## config.mk

```make
export PLATFORM = sky130hd
export DESIGN_NAME = hdc_feature_framer
export DESIGN_NICKNAME = d
export VERILOG_FILES = /design/src/rtl/hdc_pkg.sv /design/src/rtl/hdc_frame_buffer.sv /design/src/rtl/hdc_feature_framer.sv
export SDC_FILE = /design/constraint.sdc
export NUM_CORES = 1
export LEC_CHECK = 0
export CAP_MARGIN = 0
export CORE_UTILIZATION = 24
export DETAILED_ROUTE_END_ITERATION = 12
export GPL_ROUTABILITY_DRIVEN = 0
export PLACE_DENSITY = 0.39
export SLEW_MARGIN = 20
export SYNTH_ARGS = -nofsm -noshare
export SYNTH_HDL_FRONTEND = slang
export SYNTH_SLANG_ARGS = --single-unit
export TNS_END_PERCENT = 50
```

## constraint.sdc

```tcl
create_clock -name clk -period 2.34 [get_ports clk]
set_input_delay 0.468 -clock clk [delete_from_list [all_inputs] [get_ports clk]]
set_output_delay 0.468 -clock clk [all_outputs]
set_load 0.03 [all_outputs]
```

## src/rtl/hdc_pkg.sv

```systemverilog
// Shared types and helpers for the HDC sensor-fusion front end.
package hdc_pkg;

   localparam int unsigned DEF_NUM_CHANNEL   = 16;
   localparam int unsigned DEF_CHANNEL_WIDTH = 4;

   typedef enum logic [1:0] {
      FILL    = 2'd0,
      WAIT    = 2'd1,
      DISCARD = 2'd2
   } framer_state_t;

   function automatic int unsigned ceilLog2(input int unsigned v);
      int unsigned r;
      r = 0;
      for (int unsigned i = 0; i < 32; i++) begin
         if ((64'd1 << r) < 64'(v)) r = r + 1;
      end
      return r;
   endfunction

endpackage

```

## src/rtl/hdc_frame_buffer.sv

```systemverilog
// Fill/hold register pair: slots are written one at a time into the fill bank,
// and a copy strobe moves the whole fill bank (including a same-cycle write) into hold.
module hdc_frame_buffer #(
   parameter int unsigned NUM_CHANNEL   = 4,
   parameter int unsigned CHANNEL_WIDTH = 2,
   parameter int unsigned IDX_W         = 2
) (
   input  logic                                 clk_i,
   input  logic                                 rst_ni,
   input  logic                                 wr_en_i,
   input  logic [IDX_W-1:0]                     wr_idx_i,
   input  logic [CHANNEL_WIDTH-1:0]             wr_data_i,
   input  logic                                 copy_i,
   output logic [NUM_CHANNEL*CHANNEL_WIDTH-1:0] hold_o
);

   logic [NUM_CHANNEL*CHANNEL_WIDTH-1:0] fill_q, fill_d;
   logic [NUM_CHANNEL*CHANNEL_WIDTH-1:0] hold_q, hold_d;

   always_comb begin
      fill_d = fill_q;
      for (int unsigned k = 0; k < NUM_CHANNEL; k++) begin
         if (wr_en_i && (wr_idx_i == IDX_W'(k))) begin
            fill_d[k*CHANNEL_WIDTH +: CHANNEL_WIDTH] = wr_data_i;
         end
      end
      // Copy takes the post-write view so the completing beat lands in hold.
      hold_d = copy_i ? fill_d : hold_q;
   end

   always_ff @(posedge clk_i or negedge rst_ni) begin
      if (!rst_ni) begin
         fill_q <= '0;
         hold_q <= '0;
      end else begin
         fill_q <= fill_d;
         hold_q <= hold_d;
      end
   end

   assign hold_o = hold_q;

endmodule

```

## src/rtl/hdc_feature_framer.sv

```systemverilog
// Assembles per-channel feature beats into packed frames, double-buffered
// towards the classifier; short and long frames are dropped and counted.
module hdc_feature_framer
   import hdc_pkg::*;
#(
   parameter int unsigned NUM_CHANNEL   = DEF_NUM_CHANNEL,
   parameter int unsigned CHANNEL_WIDTH = DEF_CHANNEL_WIDTH,
   parameter int unsigned ERR_CNT_WIDTH = 8
) (
   input  logic                                 clk,
   input  logic                                 rst,
   input  logic [CHANNEL_WIDTH-1:0]             ch_data,
   input  logic                                 ch_valid,
   input  logic                                 ch_last,
   output logic                                 ch_ready,
   output logic [NUM_CHANNEL*CHANNEL_WIDTH-1:0] features_top,
   output logic                                 fin_valid,
   input  logic                                 fin_ready,
   output logic                                 frame_err,
   output logic [ERR_CNT_WIDTH-1:0]             err_cnt
);

   localparam int unsigned IDX_W = ceilLog2(NUM_CHANNEL);
   localparam logic [IDX_W-1:0] LAST_IDX = IDX_W'(NUM_CHANNEL - 1);

   framer_state_t            state_q, state_d;
   logic [IDX_W-1:0]         idx_q, idx_d;
   logic                     hold_full_q, hold_full_d;
   logic                     ch_ready_q, ch_ready_d;
   logic                     frame_err_q, frame_err_d;
   logic [ERR_CNT_WIDTH-1:0] err_cnt_q, err_cnt_d;
   logic                     accept, wr_en, copy;

   assign accept = ch_valid && ch_ready_q;
   assign wr_en  = accept && (state_q == FILL);

   always_comb begin
      state_d     = state_q;
      idx_d       = idx_q;
      copy        = 1'b0;
      frame_err_d = 1'b0;
      unique case (state_q)
         FILL: begin
            if (accept) begin
               if (idx_q != LAST_IDX) begin
                  if (ch_last) begin
                     frame_err_d = 1'b1;
                     idx_d       = '0;
                  end else begin
                     idx_d = idx_q + IDX_W'(1);
                  end
               end else if (ch_last) begin
                  if (!hold_full_q || fin_ready) begin
                     copy  = 1'b1;
                     idx_d = '0;
                  end else begin
                     state_d = WAIT;
                  end
               end else begin
                  frame_err_d = 1'b1;
                  state_d     = DISCARD;
               end
            end
         end
         WAIT: begin
            if (fin_ready) begin
               copy    = 1'b1;
               idx_d   = '0;
               state_d = FILL;
            end
         end
         DISCARD: begin
            if (accept && ch_last) begin
               idx_d   = '0;
               state_d = FILL;
            end
         end
         default: begin
            state_d = FILL;
            idx_d   = '0;
         end
      endcase

      // A refill on the drain edge keeps the hold bank occupied.
      if (copy) begin
         hold_full_d = 1'b1;
      end else if (hold_full_q && fin_ready) begin
         hold_full_d = 1'b0;
      end else begin
         hold_full_d = hold_full_q;
      end

      ch_ready_d = (state_d != WAIT);
      err_cnt_d  = (frame_err_d && (err_cnt_q != '1)) ? err_cnt_q + ERR_CNT_WIDTH'(1)
                                                       : err_cnt_q;
   end

   always_ff @(posedge clk or negedge rst) begin
      if (!rst) begin
         state_q     <= FILL;
         idx_q       <= '0;
         hold_full_q <= 1'b0;
         ch_ready_q  <= 1'b0;
         frame_err_q <= 1'b0;
         err_cnt_q   <= '0;
      end else begin
         state_q     <= state_d;
         idx_q       <= idx_d;
         hold_full_q <= hold_full_d;
         ch_ready_q  <= ch_ready_d;
         frame_err_q <= frame_err_d;
         err_cnt_q   <= err_cnt_d;
      end
   end

   hdc_frame_buffer #(
      .NUM_CHANNEL   (NUM_CHANNEL),
      .CHANNEL_WIDTH (CHANNEL_WIDTH),
      .IDX_W         (IDX_W)
   ) u_buf (
      .clk_i     (clk),
      .rst_ni    (rst),
      .wr_en_i   (wr_en),
      .wr_idx_i  (idx_q),
      .wr_data_i (ch_data),
      .copy_i    (copy),
      .hold_o    (features_top)
   );

   assign ch_ready  = ch_ready_q;
   assign fin_valid = hold_full_q;
   assign frame_err = frame_err_q;
   assign err_cnt   = err_cnt_q;

endmodule

```

## Word level (Yosys, flattened, before mapping)

Cells that the tools add are included.

| word-level totals | value |
|---|---|
| bits in registers | 145 |
| input bits | 9 |
| output and inout bits | 75 |
| word-level logic and storage cells | 106 |

| operators by class | value |
|---|---|
| $add $sub $neg | 2 |
| equal/unequal tests | 25 |
| multiplexer cells | 44 |
| reduce and logical (&&, ||, !) cells | 27 |

Operators by type and width:

| kind | count |
|---|---|
| $mux 4 | 23 |
| $eq 4x4->1 const B | 8 |
| $logic_and 1x1->1 | 21 |
| $eq 4x3->1 const B | 4 |
| $mux 1 | 12 |
| $mux 2 | 6 |
| $pmux 4 s3 | 1 |
| $add 8x1->8 const B | 1 |
| $eq 4x2->1 const B | 2 |
| $ne 8x8->1 const B | 1 |
| $ne 2x2->1 const B | 3 |
| $pmux 2 s3 | 1 |
| $reduce_and 5->1 | 1 |
| $add 4x1->4 const B | 1 |
| $eq 4x1->1 const B | 1 |
| $logic_not 4->1 | 1 |
| $ne 4x4->1 const B | 1 |
| $ne 3x1->1 const B | 1 |
| $ne 3x2->1 const B | 1 |
| $eq 2x1->1 const B | 1 |
| $eq 2x2->1 const B | 1 |
| $logic_not 2->1 | 1 |
| $ne 2x1->1 const B | 1 |
| $pmux 1 s2 | 1 |
| other kinds (3) | 3 |

## Depth between registers and ports, before layout

Gate-level depths: netlist (run 1).

| logic depth | value |
|---|---|
| word-level depth | 8 |
| mapped depth | 7 |
| mapped depth without buffers | 7 |

## Modules after synthesis

From an unflattened synthesis (run 1), not the netlist that was laid out.

| unflattened totals | value |
|---|---|
| cells, all modules | 607 |
| area total of the unflattened synthesis | 6376.1 µm² |

By module, submodules not included:

| module | times used | cells an instance | area an instance (µm²) | sequential area each (µm²) |
|---|---|---|---|---|
| hdc_frame_buffer | 1 | 521 | 5403.9 | 3203.1 |
| hdc_feature_framer | 1 | 86 | 972.2 | 425.4 |

## Worst setup path before layout (run 1)

No wires, ideal clock.

| path | value |
|---|---|
| kind | reg-to-reg |
| from | register ch_ready_q, in the netlist ch_ready |
| to | register u_buf.hold_q[51], in the netlist u_buf.hold_o[51] |
| library setup time | 0.125 ns |
| arrival | 1.936 ns |
| slack | 0.279 ns |
| cell stages (with the launch flop) | 7 |
| buffers on the path | 1 |
| period minus slack after synthesis | 2.061 ns |
| cell sequence | dfrtp_1 -> nand4bb_4 -> nor2_4 -> nand3_4 -> a21oi_4 -> buf_8 -> mux2_2 |

| between the ends | value |
|---|---|
| word-level cells in the longest chain between the ends | 4 |

RTL lines:

| element | line | text |
|---|---|---|
| start: declaration | hdc_feature_framer.sv:29 | `logic ch_ready_q, ch_ready_d;` |
| start signal: assignment | hdc_feature_framer.sv:110 | `ch_ready_q <= ch_ready_d;` |
| $logic_and 1x1->1 (*) | hdc_feature_framer.sv:34 | `assign accept = ch_valid && ch_ready_q;` |
| branches (longest 3 deep; another with $pmux 1 s2) | -- |  |
| end signal: assignment | hdc_frame_buffer.sv:37 | `hold_q <= hold_d;` |
| end: declaration | hdc_frame_buffer.sv:18 | `logic [NUM_CHANNEL*CHANNEL_WIDTH-1:0] hold_q, hold_d;` |

Mark *: on every way between the ends.
A chain may end at the register's enable or synchronous reset.

## Final worst setup path (run 1)

| path | value |
|---|---|
| from | input ch_valid |
| to | register u_buf.hold_q[54], in the netlist u_buf.hold_o[54] |

| between the ends | value |
|---|---|
| word-level cells in the longest chain between the ends | 4 |

RTL lines:

| element | line | text |
|---|---|---|
| start: declaration | hdc_feature_framer.sv:13 | `input logic ch_valid,` |
| $logic_and 1x1->1 | hdc_feature_framer.sv:34 |  |
| $logic_and 1x1->1 | hdc_feature_framer.sv:35 | `assign wr_en = accept && (state_q == FILL);` |
| $logic_and 1x1->1 | hdc_frame_buffer.sv:23 | `if (wr_en_i && (wr_idx_i == IDX_W'(k))) begin` |
| $mux 4 | hdc_frame_buffer.sv:23 |  |
| via u_buf.fill_d[54] | hdc_frame_buffer.sv:17 | `logic [NUM_CHANNEL*CHANNEL_WIDTH-1:0] fill_q, fill_d;` |

The timed path passes the listed nets, and every way through them passes these cells.

==> flow_summary.toml, run 1 <==
[run_status]
status = "finished, violations left"
violations = "hold timing"

[placed_design]
hpwl_um = 8988
port_buffers = 83
pre_cts_ws_ns = -0.2929

[cts]
cts-htree-levels = 4
clkSlewWorstSetupHoldPaths_ns = 0.06
cts_root_buf = "clkbuf_16"
max-clock-path-buffers = 2
ctsResizeCount = 0
cts_buffers = 17
cts_tree = "built"
insertion_delay_ns = 0.41
clock-sinks = 145
postCtsHoldBufs = 0
postCtsSetupRepairBufs = 0

[yosys]
synth_warnings = 0
async_reset_ff_frac = 1.000
syn_nets = 394
netlist_top_cells_area = "dfrtp_1 (61%), mux2_2 (21%), mux2_4 (5.1%)"
synth_edf_count = 0
yosys_most_used_dff = "dfrtp_1"
synthDominantCellAreaShare = 0.6134
ys_seq_area_frac = 0.6134
synth.most_common_cell = "dfrtp_1"
synth_area_um2 = 5916
netlist_instances = 380
postSynthAreaPerCell_um2 = 15.57
yosysTopAreaCell = "dfrtp_1"
synth_cell_type_count = 40
ys_seq_elements = 145
synth_common_cells = "dfrtp_1 (145), mux2_2 (110), mux2_4 (20)"

[critical_path]
cp_max_fo = 5
start_kind = "input port"
criticalPathCategory = "input port to register"
arrival_ns = 2.48
cp.required_ns = 2.63
endpoint_kind = "register"

[power]
ir_drop_v = 0.0002838
p_per_area_nw_per_um2 = 831.0
power_w = 0.006525
power.leakage_nw = 3.633

[sta]
slew_viol_final = 0
timing.hold.ws_ns = -0.001045
timing.final.ws_setup_ns = 0.1503
maxSlewHeadroom = 0.6735
fin_skew_ns = 0.008433
worstMarginPinSlew_ns = 0.4897
period_needed_ns = 2.190
grt_setup_unrepaired = "no"
finalSetupViolCount = 0
fmaxAchievable_mhz = 456.7
finalCritPeriodShare = 0.9358
hold_viol_final = 1

[detailed_routing]
drcViolationCount = 0
finalWirelength_um = 13610
num_vias = 3406
drtPass1Iterations = 4
via_per_inst = 4.119
drt_iter0_markers = 135
postRouteAntennaNets = 0
wire_per_inst_um = 16.46

[final_layout]
drive_above_1_share = 0.3877
syn_to_final_growth_pct = 32.74
diodes = 0
fin_util = 0.3238
final_nets = 504

[grt]
antenna_found_initial = 0
grt_max_degree = 53
grt_pass1_vias = 3750
busiest_layer = "met2"
grtUsageTotal = 0.1162
globalRouteMet3Util = 0.03100
grt_util_met1 = 0.1508
grtUsageMet2 = 0.1820
grt_pass1_wl_um = 22340
grt_overflow_total = 0

[floorplan]
fp.dieH_um = 159
io_pins = 84
dieArea_um2 = 25280
die_w_um = 159
initial_core_util = 0.2440
fp-row-count = 57
core_um2 = 24250

[hold_path]
hp-class = "input port to asynchronous set/reset pin"

[job]
maxCapViolations = 0
[per-stage QoR]
stage	hold slack, ns	cells	TNS, ns	area [um^2]
after floorplan	0.1724	380	0	5916
after global placement	0.4456	795	-12.20	7241
after detailed placement	0.4549	795	-14.43	7241
after CTS	0.001403	827	0	7853
after global routing	0.009660	827	0	7853
final	-0.001045	827	0	7853
[final cells by class]
| type | instances | area [um^2] |
|---|---|---|
| repair buffers | 107 | 1062 |
| inverters | 7 | 26.28 |
| clock inverters | 13 | 158.9 |
| well taps | 324 | 405.4 |
| multi-input cells | 212 | 2118 |
| clock buffers | 19 | 452.9 |
| flip-flops and latches | 145 | 3628 |
| fillers | 2436 | 16400 |
[cell usage in the layout (no fill, tap or decap), types with 2 or more instances in the layout]
| master | count |
|---|---|
| bufinv_16 | 3 |
| nor2b_1 | 2 |
| dfrtp_1 | 145 |
| o21ai_0 | 2 |
| buf_4 | 20 |
| and2_1 | 3 |
| ha_1 | 5 |
| clkinvlp_4 | 3 |
| clkdlybuf4s50_1 | 82 |
| buf_12 | 4 |
| nor3_1 | 4 |
| clkbuf_8 | 2 |
| nand2b_1 | 5 |
| a31oi_1 | 3 |
| xor2_1 | 4 |
| nand2_1 | 13 |
| inv_1 | 7 |
| clkbuf_16 | 17 |
| and3_1 | 2 |
| nand4_1 | 3 |
| nand3_4 | 2 |
| mux2_2 | 110 |
| mux2_4 | 20 |
| nand3_1 | 10 |
| nor2_1 | 7 |
| clkinv_4 | 2 |
| clkinv_2 | 4 |
[flip-flops by register name (all words and copies together) (netlist names)]
name and count:
u_buf.hold_o 64, frame_err 1, state_q 2, ch_ready 1, idx_q 4, err_cnt 8, fin_valid 1, u_buf.fill_q 64
[worst max-delay path: stages]
cell and delay, ns:
clkdlybuf4s50_1 0.55, and4bb_2 0.32, and2_1 0.28, nand3_1 0.24, mux2_2 0.35, mux2_2 0.27
[metal layers]
metal  up-vias  wire length, um
li1       1563                -
met1      1755             6447
met2        69             6397
met3        19              461
met4         0              304
met5         -                0
[power by group]
part           internal, W  switching, W
Sequential         0.00278      0.000132
Combinational     0.000385      0.000423
Clock              0.00173       0.00107
[final timing paths]
kind / start / end / slack (ns) / depth (start not counted)
max: ch_valid / u_buf.hold_o[54]$_DFFE_PN0P_ / 0.15 / 6
max reg2reg: state_q[0]$_DFF_PN0_ / u_buf.hold_o[54]$_DFFE_PN0P_ / 0.21 / 5
min reg2reg: u_buf.hold_o[60]$_DFFE_PN0P_ / u_buf.hold_o[60]$_DFFE_PN0P_ / 0.48 / 1
min: rst / u_buf.hold_o[5]$_DFFE_PN0P_ / -0.001 / 1
max in group asynchronous: rst / idx_q[1]$_DFFE_PN0P_ / 1.64 / 2
min in group clk: u_buf.hold_o[60]$_DFFE_PN0P_ / u_buf.hold_o[60]$_DFFE_PN0P_ / 0.48 / 1
[kinds of logic after synthesis]
| family | after synthesis | synth area share |
|---|---|---|
| flops | 145 | 0.6134 |
| fa+ha+maj | 5 | 0.01058 |
| buf+inv | 23 | 0.02855 |
| compound gates | 15 | 0.02010 |
| xor+xnor | 5 | 0.007402 |
| mux | 132 | 0.2637 |
| simple gates | 55 | 0.05626 |
(Power assumes the default switching activity.)
==> inputs of run 2 (changes only) <==
--- a/config.mk
+++ b/config.mk
@@ -6,10 +6,13 @@
 export NUM_CORES = 1
 export LEC_CHECK = 0
 export CAP_MARGIN = 0
+export CELL_PAD_IN_SITES_DETAIL_PLACEMENT = 1
+export CELL_PAD_IN_SITES_GLOBAL_PLACEMENT = 1
 export CORE_UTILIZATION = 24
+export CTS_CLUSTER_SIZE = 20
 export DETAILED_ROUTE_END_ITERATION = 12
 export GPL_ROUTABILITY_DRIVEN = 0
-export PLACE_DENSITY = 0.39
+export PLACE_DENSITY = 0.44
 export SLEW_MARGIN = 20
 export SYNTH_ARGS = -nofsm -noshare
 export SYNTH_HDL_FRONTEND = slang
==> run 2 against run 1 <==
Compared with the run above: the flow now finishes without violations; cell count did not move; fmax is 0.48% lower; non-clock buffer count unchanged; sequential power about the same; count of clock-buffer cells in the layout unchanged; clock power down 8.6%; clock skew grew 0.0031 ns; critical endpoint is now u_buf.hold_o[53]$_DFFE_PN0P_.
==> flow_summary.toml, run 2 (synthesis gave the netlist of run 1 again) <==
[placed_design]
pre_cts_ws_ns = -0.3010
port_buffers = 83
hpwl_um = 9186

[detailed_routing]
postRouteAntennaNets = 0
drtPass1Iterations = 4
finalWirelength_um = 13910
drt_iter0_markers = 97
drcViolationCount = 0
num_vias = 3405
via_per_inst = 4.117
wire_per_inst_um = 16.82

[grt]
grt_pass1_vias = 3893
grtUsageTotal = 0.1182
grt_pass1_wl_um = 22760
grt_overflow_total = 0
antenna_found_initial = 0
grt_max_degree = 55

[cts]
insertion_delay_ns = 0.42
cts_buffers = 17
postCtsSetupRepairBufs = 0
cts_tree = "built"
cts_root_buf = "clkbuf_16"
clkSlewWorstSetupHoldPaths_ns = 0.06
max-clock-path-buffers = 2
cts-htree-levels = 4
ctsResizeCount = 0
clock-sinks = 145
postCtsHoldBufs = 0

[floorplan]
initial_core_util = 0.2440
fp-row-count = 57
fp.dieH_um = 159
io_pins = 84
dieArea_um2 = 25280
core_um2 = 24250
die_w_um = 159

[critical_path]
start_kind = "input port"
cp_max_fo = 5
endpoint_kind = "register"
criticalPathCategory = "input port to register"
cp.required_ns = 2.64
arrival_ns = 2.50

[run_status]
status = "complete, no violations"

[sta]
finalSetupViolCount = 0
tns_ns = 0
hold_viol_final = 0
fmaxAchievable_mhz = 454.5
period_needed_ns = 2.200
slew_viol_final = 0
fin_skew_ns = 0.01156
finalCritPeriodShare = 0.9403
grt_setup_unrepaired = "no"
timing.final.ws_setup_ns = 0.1398
maxSlewHeadroom = 0.6356
worstMarginPinSlew_ns = 0.5466

[power]
ir_drop_v = 0.0004331
power.leakage_nw = 3.597
p_per_area_nw_per_um2 = 805.2
power_w = 0.006288

[hold_path]
hp-class = "input port to asynchronous set/reset pin"

[final_layout]
final_nets = 504
layout_commonest_cell = "dfrtp_1"
final_cell_mix = "dfrtp_1 (145), mux2_2 (110), clkdlybuf4s50_1 (82)"
syn_to_final_growth_pct = 32.00
diodes = 0
drive_above_1_share = 0.3857

[job]
maxCapViolations = 0
run 2: cell types whose count changed in the layout (fill, tap and decap cells not counted):
cell,before,now
clkinvlp_4,3,6
clkinv_4,2,1
clkbuf_8,2,1
clkbuf_1,0,1
bufinv_16,3,1
buf_4,20,19
buf_12,4,5
run 2: final timing paths:
path	from	endpoint	slack, ns	depth (start not counted)
min	rst	u_buf.hold_o[24]$_DFFE_PN0P_	0.002	1
max reg2reg	state_q[0]$_DFF_PN0_	u_buf.hold_o[53]$_DFFE_PN0P_	0.16	5
min in group clk	u_buf.fill_q[55]$_DFF_PN0_	u_buf.fill_q[55]$_DFF_PN0_	0.49	1
max in group asynchronous	rst	u_buf.fill_q[39]$_DFF_PN0_	1.62	2
max	ch_valid	u_buf.hold_o[53]$_DFFE_PN0P_	0.14	6
min reg2reg	u_buf.fill_q[55]$_DFF_PN0_	u_buf.fill_q[55]$_DFF_PN0_	0.49	1
run 2: power by group:
part           internal [W]  switching, W  total [W]
Sequential          0.00278      0.000134    0.00292
Combinational      0.000384      0.000426   0.000809
Clock               0.00148       0.00108    0.00256
Total               0.00465       0.00164    0.00629
run 2: final cells by class:
cell class | instances | area, um^2
multi-input combinational | 212 | 2118
sequential | 145 | 3628
clock inverter | 13 | 112.6
inverter | 7 | 26.28
timing repair buffer | 107 | 1075
clock buffer | 19 | 442.9
fill | 2573 | 16440
tap | 324 | 405.4
run 2: worst max-delay path: stages:
cell and delay, ns:
clkdlybuf4s50_1 0.54, and4bb_2 0.34, and2_1 0.26, nand3_1 0.26, mux2_2 0.36, mux2_2 0.26
run 2: per-layer routing:
metal	GRT usage	routed length (um)
met5	0	0
met4	0.04327	195
met3	0.02813	423
met2	0.1780	6408
met1	0.1647	6884
run 2: metrics by stage:
stage | std cells | utilization | hold WS (ns) | instance area [um^2]
after floorplan | 380 | - | 0.1724 | 5916
after CTS | 827 | 0.3220 | 0.02204 | 7809
after global routing | 827 | 0.3220 | 0.03710 | 7809
after detailed placement | 795 | 0.2991 | 0.4769 | 7253
after global placement | 795 | 0.2991 | 0.4685 | 7253
final | 827 | 0.3220 | 0.001942 | 7809
